--- config.mk ---
export PLATFORM = sky130hd
export DESIGN_NAME = sram_rd_pipe
export DESIGN_NICKNAME = d
export VERILOG_FILES = /design/src/rtl/sram_rd_pipe.sv
export SDC_FILE = /design/constraint.sdc
export NUM_CORES = 1
export LEC_CHECK = 0
export BUFFER_PORTS_ARGS = -buffer_cell sky130_fd_sc_hd__clkbuf_2
export CAP_MARGIN = 25
export CORE_MARGIN = 4
export CORE_UTILIZATION = 45
export DETAILED_ROUTE_END_ITERATION = 12
export PLACE_DENSITY = 0.69
export SLEW_MARGIN = 10
export SYNTH_ARGS = -nofsm -noshare
export SYNTH_HDL_FRONTEND = slang
export SYNTH_SLANG_ARGS = --single-unit
--- constraint.sdc ---
create_clock -name clk0 -period 3.6 [get_ports clk0]
set_input_delay 0.72 -clock clk0 [delete_from_list [all_inputs] [get_ports clk0]]
set_output_delay 0.72 -clock clk0 [all_outputs]
set_load 0.01 [all_outputs]
--- src/rtl/sram_rd_pipe.sv ---
// Read-data pipeline for one port: one capture stage plus READ_LATENCY output stages.
// The last stage holds its word when no read completes; rst0 flushes everything to zero.
module sram_rd_pipe #(
    parameter int DATA_WIDTH   = 44,
    parameter int READ_LATENCY = 1
) (
    input  logic                  clk0,
    input  logic                  rst0,
    input  logic                  rd_valid,
    input  logic [DATA_WIDTH-1:0] rd_data,
    output logic [DATA_WIDTH-1:0] dout,
    output logic                  dvalid
);

    localparam int STAGES = READ_LATENCY + 1;

    logic [DATA_WIDTH-1:0] data_q [STAGES];
    logic [STAGES-1:0]     valid_q;

    // Shift the valid bits every cycle; each data stage only loads behind a valid bit.
    always_ff @(posedge clk0) begin
        if (rst0) begin
            valid_q <= '0;
            for (int i = 0; i < STAGES; i++) begin
                data_q[i] <= '0;
            end
        end else begin
            // NOTE: state is updated with <= so every stage samples the pre-edge value of its neighbour.
            valid_q <= {valid_q[STAGES-2:0], rd_valid};
            if (rd_valid) begin
                data_q[0] <= rd_data;
            end
            for (int i = 1; i < STAGES; i++) begin
                if (valid_q[i-1]) begin
                    data_q[i] <= data_q[i-1];
                end
            end
        end
    end

    assign dout   = data_q[STAGES-1];
    assign dvalid = valid_q[STAGES-1];

endmodule

* Word-level counts from Yosys, hierarchy flattened *
Memory sizes are Yosys's and may differ from the RTL's.
Cells that the tools add are included.

storage, ports and cells
  RAM bits = 88
  input bits = 47
  bits in registers = 2
  word-level logic and storage cells = 14
  memories = 1

memories
  memory  words  bits a word  read ports  clocked after memory_dff  write ports  RTL line  RTL
  data_q  2      44           2           0                         2            17        logic [DATA_WIDTH-1:0] data_q [STAGES];

cells by class
  mux-type cells = 10
  bitwise operators = 2

operators by type and width
  cell                number
  44-bit two-way mux  2
  1-bit two-way mux   8
  1-bit OR            2

* Logic depth before layout (Yosys ltp) *
Gate-level depths: netlist of run 1.

  depth after elaboration = 4
  mapped depth = 4
  gate-level depth less buffers = 2

* Worst setup path after synthesis of run 1 *
Ideal clock, no wire load.

  kind = input -> register
  start = in rd_valid
  end = mem data_q[0][0] (enable)
  path buffers = 0
  setup time = 0.382 ns
  slack = 1.907 ns
  arrival = 1.311 ns
  stages = 1
  required time = 3.218 ns
  cell sequence = or2_2

RTL lines
  what         RTL line  RTL
  from (decl)  9         input logic rd_valid,
  to (decl)    17

==> results of run 1 <==
==> routing by layer <==
layer / routed length [um] / up-vias / global-route usage (%)
li1: - / 848 / -
met1: 2068 / 729 / 12.49
met2: 2453 / 51 / 16.99
met3: 309 / 10 / 3.609
met4: 127 / 0 / 6.933
met5: 0 / - / 0
==> state kept, by name, summed over array words and instances, names as in the netlist <==
name	flops
data_q	88
valid_q	2
==> final timing paths <==
path / start / endpoint / slack [ns] / cells after the start
setup / recovery: rst0 / data_q[0][25] / 1.93 / 2
hold / removal: valid_q[0] / valid_q[1] / 0.51 / 1
setup reg to reg: valid_q[0] / data_q[0][68] / 2.19 / 2
hold reg to reg: valid_q[0] / valid_q[1] / 0.51 / 1
==> power groups by stage <==
stage / Combinational [mW] / Sequential (mW) / Clock [mW]
after global placement: 0.155 / 1.28 / 0
after global routing: 0.176 / 1.26 / 0.782
after CTS: 0.160 / 1.25 / 0.728
final: 0.158 / 1.25 / 0.711
after floorplan: 0.143 / 1.27 / 0
after detailed placement: 0.160 / 1.28 / 0
==> kinds of logic (layout without fill, tap and decap cells) <==
| kind of cell | Yosys count | after routing |
|---|---|---|
| buf+inv | 53 | 108 |
| flops | 90 | 90 |
| simple gates | 92 | 92 |
| compound gates | 1 | 1 |
==> through the flow <==
step	cell area, um2	cells
2_1_floorplan	3732	236
3_3_place_gp	3910	376
3_5_place_dp	3910	376
4_1_cts	4120	392
5_1_grt	4140	393
6_report	4140	393
==> Yosys cell counts <==
library cell / n
sky130_fd_sc_hd__clkbuf_2: 6
sky130_fd_sc_hd__buf_8: 3
sky130_fd_sc_hd__or2_2: 2
sky130_fd_sc_hd__and2b_1: 2
sky130_fd_sc_hd__edfxtp_1: 88
sky130_fd_sc_hd__and2_4: 20
sky130_fd_sc_hd__o21ba_4: 1
sky130_fd_sc_hd__and2_1: 68
sky130_fd_sc_hd__dfxtp_1: 2
sky130_fd_sc_hd__buf_4: 44
==> area by class of cell <==
| class | instances | area, um2 | share of cell area, % |
|---|---|---|---|
| sequential | 90 | 2683 | 64.79 |
| tap | 102 | 127.6 | 3.082 |
| clock buffer | 11 | 131.4 | 3.173 |
| timing repair buffer | 92 | 475.5 | 11.48 |
| clock inverter | 5 | 78.83 | 1.904 |
| multi-input combinational | 93 | 644.4 | 15.56 |
==> metrics.log, run 1 <==
[metrics] result of the run: finished, final reports clean
[metrics] post-CTS repair timing setup buffer count: 0
[metrics] share of post-route cells with drive strength above 1: 43.99%
[metrics] Setup-failing EPs final: 0
[metrics] warnings from Yosys: 0
[metrics] area leader, netlist: sky130_fd_sc_hd__edfxtp_1
[metrics] chip width: 99.07 um
[metrics] CTS Buffer Depth: 2
[metrics] sequential share of power: 59.0%
[metrics] endpoints failing hold: 0
[metrics] net count after synthesis: 283
[metrics] worst relative slew slack: 34.02%
[metrics] remaining design rule violation count: 0
[metrics] Max Slew Vio Count: 0
[metrics] slowest cell delay on critical path: 0.77 ns
[metrics] number of fill cells: 685
[metrics] category of cells accounting for the largest share of critical-path delay: simple AND/OR/NAND/NOR gates
[metrics] Antenna Nets Post-Route: 0
[metrics] highest clock rate: 597.9 MHz
[metrics] reported net switching power: 0.4238 mW
[metrics] Final TNS setup: 0 ns
[metrics] Core Util, Final: 52.49%
[metrics] share of the clock period used by the worst path: 46.46%
[metrics] violation count after the first detailed-route iteration: 44
[metrics] total wire length: 4.958 mm
[metrics] num rows: 32
[metrics] post-synthesis register bit count: 90
[metrics] vias in the first global route: 1651
[metrics] Worst-Skew Late Latency: 0.34 ns
[metrics] Area Overhead vs Synth: 10.93%
[metrics] average cell area after synthesis: 15.81 um2
[metrics] part of the Yosys area used for sequential elements: 71.87%
[metrics] final routed wire length divided by cell count: 12.62 um
[metrics] VDD IR max: 260.3 uV
[metrics] Root Driver: sky130_fd_sc_hd__clkbuf_8
[metrics] grt ovf: 0
[metrics] Hold Path Class: flop to flop
[metrics] unrepaired setup endpoints after global routing: no
[metrics] overall global routing resource usage: 10.75%
[metrics] maximum fanout count along the critical path: 44
[metrics] Area contributors post-synth: sky130_fd_sc_hd__edfxtp_1 71%, sky130_fd_sc_hd__and2_1 11%, sky130_fd_sc_hd__buf_4 8.9%, sky130_fd_sc_hd__and2_4 4.7%, sky130_fd_sc_hd__buf_8 1.2%
[metrics] total half-perimeter wirelength after legalization and detailed placement: 3.263 mm
[metrics] total vias in the final route: 1638
[metrics] data required time at the worst endpoint: 3.56 ns
[metrics] Clock power frac: 33.5%
[metrics] TritonCTS Sinks: 90
[metrics] worst slack after detailed placement: 1.524 ns
[metrics] kind of critical path: primary input to flop
[metrics] number of buffers inserted by port buffering: 91
[metrics] total design power: 2.122 mW
[metrics] cell-by-cell trace of the critical path: clkbuf_2, or2_2
[metrics] Post-layout nets: 333
[metrics] synthesized area: 3732 um2
[metrics] area share of and/or/nand/nor cells after synthesis: 16.83%
[metrics] antenna cell count: 0
[metrics] kind of start point of the critical path: primary input
[metrics] Post-Synth XOR/XNOR Area: 0%
[metrics] largest net degree at the start of global routing: 89
[metrics] Core Region: 7888 um2
[metrics] chip height: 99.07 um
[metrics] internal power consumption: 1.698 mW
[metrics] first-pass detailed-route iteration total: 4
[metrics] routability-driven placement congestion ratio: 0.7427
[metrics] fraction of the mapped netlist area in adder cells: 0%
[metrics] clock-pin slew on the worst setup and hold paths: 0.08 ns
[metrics] via-per-instance ratio: 4.168
[metrics] global-route wire length before repair: 7.948 mm
[metrics] ports placed on the boundary: 92
[metrics] CTS tree: built
[metrics] die area: 9815 um2
[metrics] Crit-path slowest cell: sky130_fd_sc_hd__or2_2
[metrics] worst hold slack across all endpoints: 0.5126 ns
[metrics] fraction of the mapped netlist area in compound gates: 0.4358%
[metrics] min cycle time layout: 1.672 ns
[metrics] Buf/Inv on CP: 1
[metrics] Arrival @ worst endpoint: 1.63 ns
[metrics] total CTS buffers: 9
[metrics] share of Yosys cell area claimed by the top area cell type: 70.80%
[metrics] Final WS setup: 1.928 ns
[metrics] pin slew with the least headroom to its limit: 0.9898 ns
[metrics] starting density of the core: 47.32%
[metrics] share of total power in combinational logic: 7.4%
[metrics] most common library cell in the layout ignoring fill and taps: sky130_fd_sc_hd__clkbuf_2
[metrics] Pleak: 1.760 nW
[metrics] post-synthesis mux area share: 0%
[metrics] number of antenna violations at the first check in global routing: 0
[metrics] main combinational cell family by area after synthesis: simple AND/OR/NAND/NOR gates
[metrics] clk_skew: 0.01138 ns
[metrics] commonest cells after routing, fill and taps aside: 91 x sky130_fd_sc_hd__clkbuf_2, 88 x sky130_fd_sc_hd__edfxtp_1, 68 x sky130_fd_sc_hd__and2_1
[metrics] Post-Syn Instances: 236
[metrics] maximum level of the CTS H-tree: 3
[metrics] Max Cap Violations: 0
[metrics] Power Dens Cells: 512.4 nW/um2
[metrics] critical path capture point type: flop
[metrics] quantity of hold-fixing buffers added after cts: 0
[metrics] Netlist cell types: 10
[metrics] cts repair resizes: 0
[metrics] proportion of total power due to net switching: 19.97%
Power figures use the tool's default switching activity.
==> inputs of run 2 (changes only) <==
Clock period 3.6 ns to 1.7 ns, I/O delays scaled along.
==> metrics.log, run 2 (synthesis gave the netlist of run 1 again) <==
[metrics] result of the run: finished, final reports clean
[metrics] kind of start point of the critical path: flop
[metrics] endpoints failing hold: 0 (unchanged)
[metrics] Power Dens Cells: 1115 nW/um2 (+120%)
[metrics] data required time at the worst endpoint: 1.91 ns (-1.65 ns)
[metrics] min cycle time layout: 1.442 ns
[metrics] first-pass detailed-route iteration total: 4 (unchanged)
[metrics] critical path capture point type: flop
[metrics] quantity of hold-fixing buffers added after cts: 0 (unchanged)
[metrics] antenna cell count: 0 (unchanged)
[metrics] num rows: 32 (unchanged)
[metrics] cell-by-cell trace of the critical path: o21ba_4, and2_4
[metrics] kind of critical path: flop to flop
[metrics] vias in the first global route: 1636 (-0.91%)
[metrics] grt ovf: 0 (unchanged)
[metrics] VDD IR max: 592.3 uV (+130%)
[metrics] most common library cell in the layout ignoring fill and taps: sky130_fd_sc_hd__clkbuf_2
[metrics] registers with the most flip-flops: data_q (88), valid_q (2)
[metrics] largest register by flop count: data_q
[metrics] Hold Path Class: primary input to flop
[metrics] Core Util, Final: 52.71% (+0.22 points)
[metrics] final routed wire length divided by cell count: 12.68 um (+0.51%)
[metrics] total half-perimeter wirelength after legalization and detailed placement: 3.365 mm (+3.1%)
[metrics] total vias in the final route: 1678 (+2.4%)
[metrics] Crit-path slowest cell: sky130_fd_sc_hd__o21ba_4
[metrics] CTS Buffer Depth: 2 (unchanged)
[metrics] routability-driven placement congestion ratio: 0.7569 (+1.9%)
[metrics] ports placed on the boundary: 92 (unchanged)
[metrics] Arrival @ worst endpoint: 1.65 ns (+0.02 ns)
[metrics] number of flip-flops in the largest register: 88 (unchanged)
[metrics] post-CTS repair timing setup buffer count: 0 (unchanged)
[metrics] Post-layout nets: 334 (+0.30%)
[metrics] total CTS buffers: 9 (unchanged)
[metrics] unrepaired setup endpoints after global routing: no
[metrics] number of antenna violations at the first check in global routing: 0 (unchanged)
[metrics] share of the clock period used by the worst path: 84.83%
[metrics] Max Slew Vio Count: 0 (unchanged)
[metrics] number of buffers inserted by port buffering: 91 (unchanged)
[metrics] Area Overhead vs Synth: 11.40%
[metrics] pin slew with the least headroom to its limit: 0.7945 ns (-0.1953 ns)
[metrics] total placed instance area: 3925 um2 (+0.38%)
[metrics] largest net degree at the start of global routing: 89 (unchanged)
[metrics] highest clock rate: 693.4 MHz
[metrics] violation count after the first detailed-route iteration: 73 (+66%)
[metrics] slowest cell delay on critical path: 0.67 ns (-0.10 ns)
[metrics] Antenna Nets Post-Route: 0 (unchanged)
[metrics] Buf/Inv on CP: 0 (-1)
[metrics] starting density of the core: 47.32% (unchanged)
[metrics] maximum level of the CTS H-tree: 3 (unchanged)
[metrics] global-route wire length before repair: 8.093 mm (+1.8%)
[metrics] chip width: 99.07 um (unchanged)
[metrics] category of cells accounting for the largest share of critical-path delay: compound AO/OA/AOI/OAI gates
[metrics] Final TNS setup: 0 ns (unchanged)
[metrics] share of post-route cells with drive strength above 1: 44.18% (+0.19 points)
[metrics] overall global routing resource usage: 10.81% (+0.057 points)
[metrics] Worst-Skew Late Latency: 0.34 ns (about the same)
[metrics] CTS tree: built
[metrics] total wire length: 4.996 mm (+0.77%)
[metrics] design area: 4158 um2 (+0.42%)
[metrics] via-per-instance ratio: 4.259 (+2.2%)
[metrics] worst relative slew slack: 47.04% (+13 points)
[metrics] Max Cap Violations: 0 (unchanged)
[metrics] Pleak: 1.774 nW (+0.78%)
[metrics] commonest cells after routing, fill and taps aside: 91 x sky130_fd_sc_hd__clkbuf_2, 88 x sky130_fd_sc_hd__edfxtp_1, 68 x sky130_fd_sc_hd__and2_1
[metrics] Core Region: 7888 um2 (unchanged)
[metrics] chip height: 99.07 um (unchanged)
[metrics] Setup-failing EPs final: 0 (unchanged)
[metrics] remaining design rule violation count: 0 (unchanged)
[metrics] TritonCTS Sinks: 90 (unchanged)
[metrics] Root Driver: sky130_fd_sc_hd__clkbuf_8
[metrics] die area: 9815 um2 (unchanged)
[metrics] total design power: 4.634 mW (+120%)
[metrics] clk_skew: 0.008971 ns (-0.002407 ns)
[metrics] clock-pin slew on the worst setup and hold paths: 0.08 ns (about the same)
[metrics] maximum fanout count along the critical path: 88 (+100%)
[metrics] FF-to-FF setup slack: 0.26 ns (-1.93 ns)
[metrics] cts repair resizes: 0 (unchanged)
## run 2: metal layers
layer	up-vias	track usage, %	routed length [um]
met2	56	17.25	2488
met1	757	12.95	2052
li1	852	-	-
met5	-	0	0
met4	0	6.408	129
met3	13	3.185	326
## run 2: cell type report
cell class / count / area, um2
Timing Repair Buffer: 93 / 470.5
Clock inverter: 6 / 105.1
Fill cell: 648 / 3730
Tap cell: 102 / 127.6
Clock buffer: 10 / 127.6
Sequential cell: 90 / 2683
Multi-Input combinational cell: 93 / 644.4
## run 2: power by group
group / internal [mW] / switching, mW / total (mW)
registers: 2.61 / 0.0387 / 2.65
logic: 0.155 / 0.175 / 0.331
clock network: 0.967 / 0.685 / 1.65
total: 3.74 / 0.899 / 4.63
## run 2: stage by stage
| stage | hold slack, ns | setup slack [ns] | cells |
|---|---|---|---|
| 6_report | 0.2523 | 0.2578 | 394 |
| 5_1_grt | 0.2467 | 0.1047 | 394 |
| 4_1_cts | 0.2405 | 0.2265 | 394 |
| 3_5_place_dp | 0.5042 | 0.05247 | 378 |
| 3_3_place_gp | 0.4796 | 0.1104 | 378 |
| 2_1_floorplan | 0.4652 | 0.3767 | 236 |
## run 2: path summary, 6_finish.rpt
path | start | endpoint | cells past startpoint
setup / recovery | valid_q[0] | data_q[0][67] | 2
setup reg to reg | valid_q[0] | data_q[0][67] | 2
hold / removal | rd_valid | valid_q[0] | 2
hold reg to reg | data_q[0][13] | data_q[0][57] | 1
## run 2: worst reg2reg max path, delay by kind of cell (launching register included)
| kind | cells | cell delay [ns] |
|---|---|---|
| compound gates | 1 | 0.67 |
| flops | 1 | 0.37 |
| simple gates | 1 | 0.28 |
==> inputs of run 3 (changes only) <==
Clock period 1.7 ns to 1.4 ns, I/O delays scaled along.
==> metrics.log, run 3 (synthesis gave the netlist of run 1 again) <==
[metrics] maximum fanout count along the critical path: 44 (-50%)
[metrics] via-per-instance ratio: 4.255 (about the same)
[metrics] number of buffers inserted by port buffering: 91 (unchanged)
[metrics] remaining design rule violation count: 0 (unchanged)
[metrics] clk_skew: 0.009285 ns (+0.0003136 ns)
[metrics] share of total power in combinational logic: 8.1% (+1.0 points)
[metrics] violation count after the first detailed-route iteration: 36 (-51%)
[metrics] grt ovf: 0 (unchanged)
[metrics] Area Overhead vs Synth: 11.26%
[metrics] final routed wire length divided by cell count: 13.58 um (+7.1%)
[metrics] quantity of hold-fixing buffers added after cts: 0 (unchanged)
[metrics] unrepaired setup endpoints after global routing: no
[metrics] Setup-failing EPs final: 0 (unchanged)
[metrics] starting density of the core: 47.32% (unchanged)
[metrics] kind of critical path: flop to flop
[metrics] sequential share of power: 61.0% (+3.8 points)
[metrics] pin slew with the least headroom to its limit: 0.4854 ns (-0.3090 ns)
[metrics] number of fill cells: 679 (+4.8%)
[metrics] reported net switching power: 1.077 mW (+20%)
[metrics] first-pass detailed-route iteration total: 4 (unchanged)
[metrics] kind of start point of the critical path: flop
[metrics] largest net degree at the start of global routing: 45 (-49%)
[metrics] TritonCTS Sinks: 90 (unchanged)
[metrics] worst relative slew slack: 67.64% (+21 points)
[metrics] endpoints failing hold: 0 (unchanged)
[metrics] Max Slew Vio Count: 0 (unchanged)
[metrics] clock-pin slew on the worst setup and hold paths: 0.08 ns (about the same)
[metrics] Pleak: 1.775 nW (about the same)
[metrics] total CTS buffers: 9 (unchanged)
[metrics] commonest cells after routing, fill and taps aside: 91 x sky130_fd_sc_hd__clkbuf_2, 88 x sky130_fd_sc_hd__edfxtp_1, 68 x sky130_fd_sc_hd__and2_1
[metrics] routability-driven placement congestion ratio: 0.7452 (-1.5%)
[metrics] design area: 4153 um2 (-0.12%)
[metrics] Power Dens Cells: 1270 nW/um2 (+14%)
[metrics] maximum level of the CTS H-tree: 3 (unchanged)
[metrics] Post-layout nets: 336 (+0.60%)
[metrics] total placed instance area: 3958 um2 (+0.83%)
[metrics] CTS tree: built
[metrics] share of post-route cells with drive strength above 1: 44.22% (about the same)
[metrics] total wire length: 5.376 mm (+7.6%)
[metrics] antenna cell count: 0 (unchanged)
[metrics] registers with the most flip-flops: data_q (88), valid_q (2)
[metrics] die area: 9815 um2 (unchanged)
[metrics] vias in the first global route: 1725 (+5.4%)
[metrics] proportion of total power due to net switching: 20.42% (+1.0 points)
[metrics] Arrival @ worst endpoint: 1.46 ns (-0.19 ns)
[metrics] number of antenna violations at the first check in global routing: 0 (unchanged)
[metrics] overall global routing resource usage: 11.68% (+0.87 points)
[metrics] most common library cell in the layout ignoring fill and taps: sky130_fd_sc_hd__clkbuf_2
[metrics] Hold Path Class: primary input to flop
[metrics] Final WS setup: 0.1415 ns (-0.1164 ns)
[metrics] worst slack after detailed placement: -0.1485 ns (-0.2010 ns)
[metrics] chip height: 99.07 um (unchanged)
[metrics] chip width: 99.07 um (unchanged)
[metrics] cts repair resizes: 1 (+1)
[metrics] post-CTS repair timing setup buffer count: 0 (unchanged)
[metrics] VDD IR max: 495.9 uV (-16%)
[metrics] data required time at the worst endpoint: 1.60 ns (-0.31 ns)
[metrics] min cycle time layout: 1.259 ns (-0.1836 ns)
[metrics] Max Cap Violations: 0 (unchanged)
[metrics] Worst-Skew Late Latency: 0.34 ns (about the same)
[metrics] total half-perimeter wirelength after legalization and detailed placement: 3.347 mm (-0.53%)
[metrics] global-route wire length before repair: 8.659 mm (+7.0%)
[metrics] result of the run: finished, final reports clean
[metrics] highest clock rate: 794.6 MHz (+15%)
[metrics] Antenna Nets Post-Route: 0 (unchanged)
[metrics] ports placed on the boundary: 92 (unchanged)
[metrics] Root Driver: sky130_fd_sc_hd__clkbuf_8
[metrics] largest register by flop count: data_q
[metrics] CTS Buffer Depth: 2 (unchanged)
[metrics] num rows: 32 (unchanged)
[metrics] Core Region: 7888 um2 (unchanged)
[metrics] critical path capture point type: flop
[metrics] total vias in the final route: 1685 (+0.42%)
[metrics] total design power: 5.275 mW (+14%)
[metrics] Clock power frac: 30.9% (-4.8 points)
[metrics] internal power consumption: 4.198 mW (+12%)
[metrics] number of flip-flops in the largest register: 88 (unchanged)
[metrics] share of the clock period used by the worst path: 89.90% (+5.1 points)
==> run 3: cell count changes in the layout (fill, tap and decap cells not counted), sizes merged <==
cell	previous run	this run
buf	2	3
bufinv	3	1
clkbuf	101	104
clkinvlp	1	0
o21ba	1	2
==> run 3: critical path, cell delays in order (launching register included) <==
cell and delay [ns]:
sky130_fd_sc_hd__dfxtp_1 0.43, sky130_fd_sc_hd__o21ba_4 0.46, sky130_fd_sc_hd__and2_1 0.21
==> run 3: power groups by stage <==
| stage | Clock [mW] | Combinational, mW | Sequential [mW] |
|---|---|---|---|
| 2_1_floorplan | 0 | 0.367 | 3.27 |
| 3_3_place_gp | 0 | 0.420 | 3.28 |
| 3_5_place_dp | 0 | 0.429 | 3.28 |
| 4_1_cts | 1.69 | 0.440 | 3.22 |
| 5_1_grt | 1.79 | 0.475 | 3.24 |
| 6_report | 1.63 | 0.427 | 3.22 |
==> run 3: stage by stage <==
step / utilization (%) / instances / hold WS, ns / TNS (ns)
5_1_grt: 52.65 / 396 / 0.1913 / 0
4_1_cts: 52.65 / 396 / 0.1889 / 0
3_5_place_dp: 50.17 / 379 / 0.4899 / -10.16
6_report: 52.65 / 396 / 0.2092 / 0
2_1_floorplan: - / 236 / 0.4052 / 0
3_3_place_gp: 50.17 / 379 / 0.4796 / -7.669
==> run 3: final timing paths <==
kind / start / depth (start not counted) / slack [ns] / endpoint
worst min-delay path: rd_data[28] / 2 / 0.21 / data_q[0][28]
worst max register to register: valid_q[0] / 2 / 0.14 / data_q[0][20]
worst max-delay path: valid_q[0] / 2 / 0.14 / data_q[0][20]
worst min register to register: data_q[0][13] / 1 / 0.52 / data_q[0][57]
==> run 3: layout make-up <==
cell class | instances | area, um2 | share of cell area [%]
Timing Repair Buffer | 94 | 503.0 | 12.11
Multi-Input combinational cell | 94 | 660.6 | 15.91
Clock buffer | 13 | 138.9 | 3.344
Clock inverter | 3 | 40.04 | 0.9641
Tap cell | 102 | 127.6 | 3.073
Sequential cell | 90 | 2683 | 64.60
==> run 3: layer usage <==
metal | routed length, um | global-route usage, % | vias to the layer above
met5 | 0 | 0 | -
met4 | 115 | 6.303 | 0
met3 | 339 | 3.397 | 9
met2 | 2631 | 18.80 | 57
met1 | 2290 | 14.15 | 763
li1 | - | - | 856
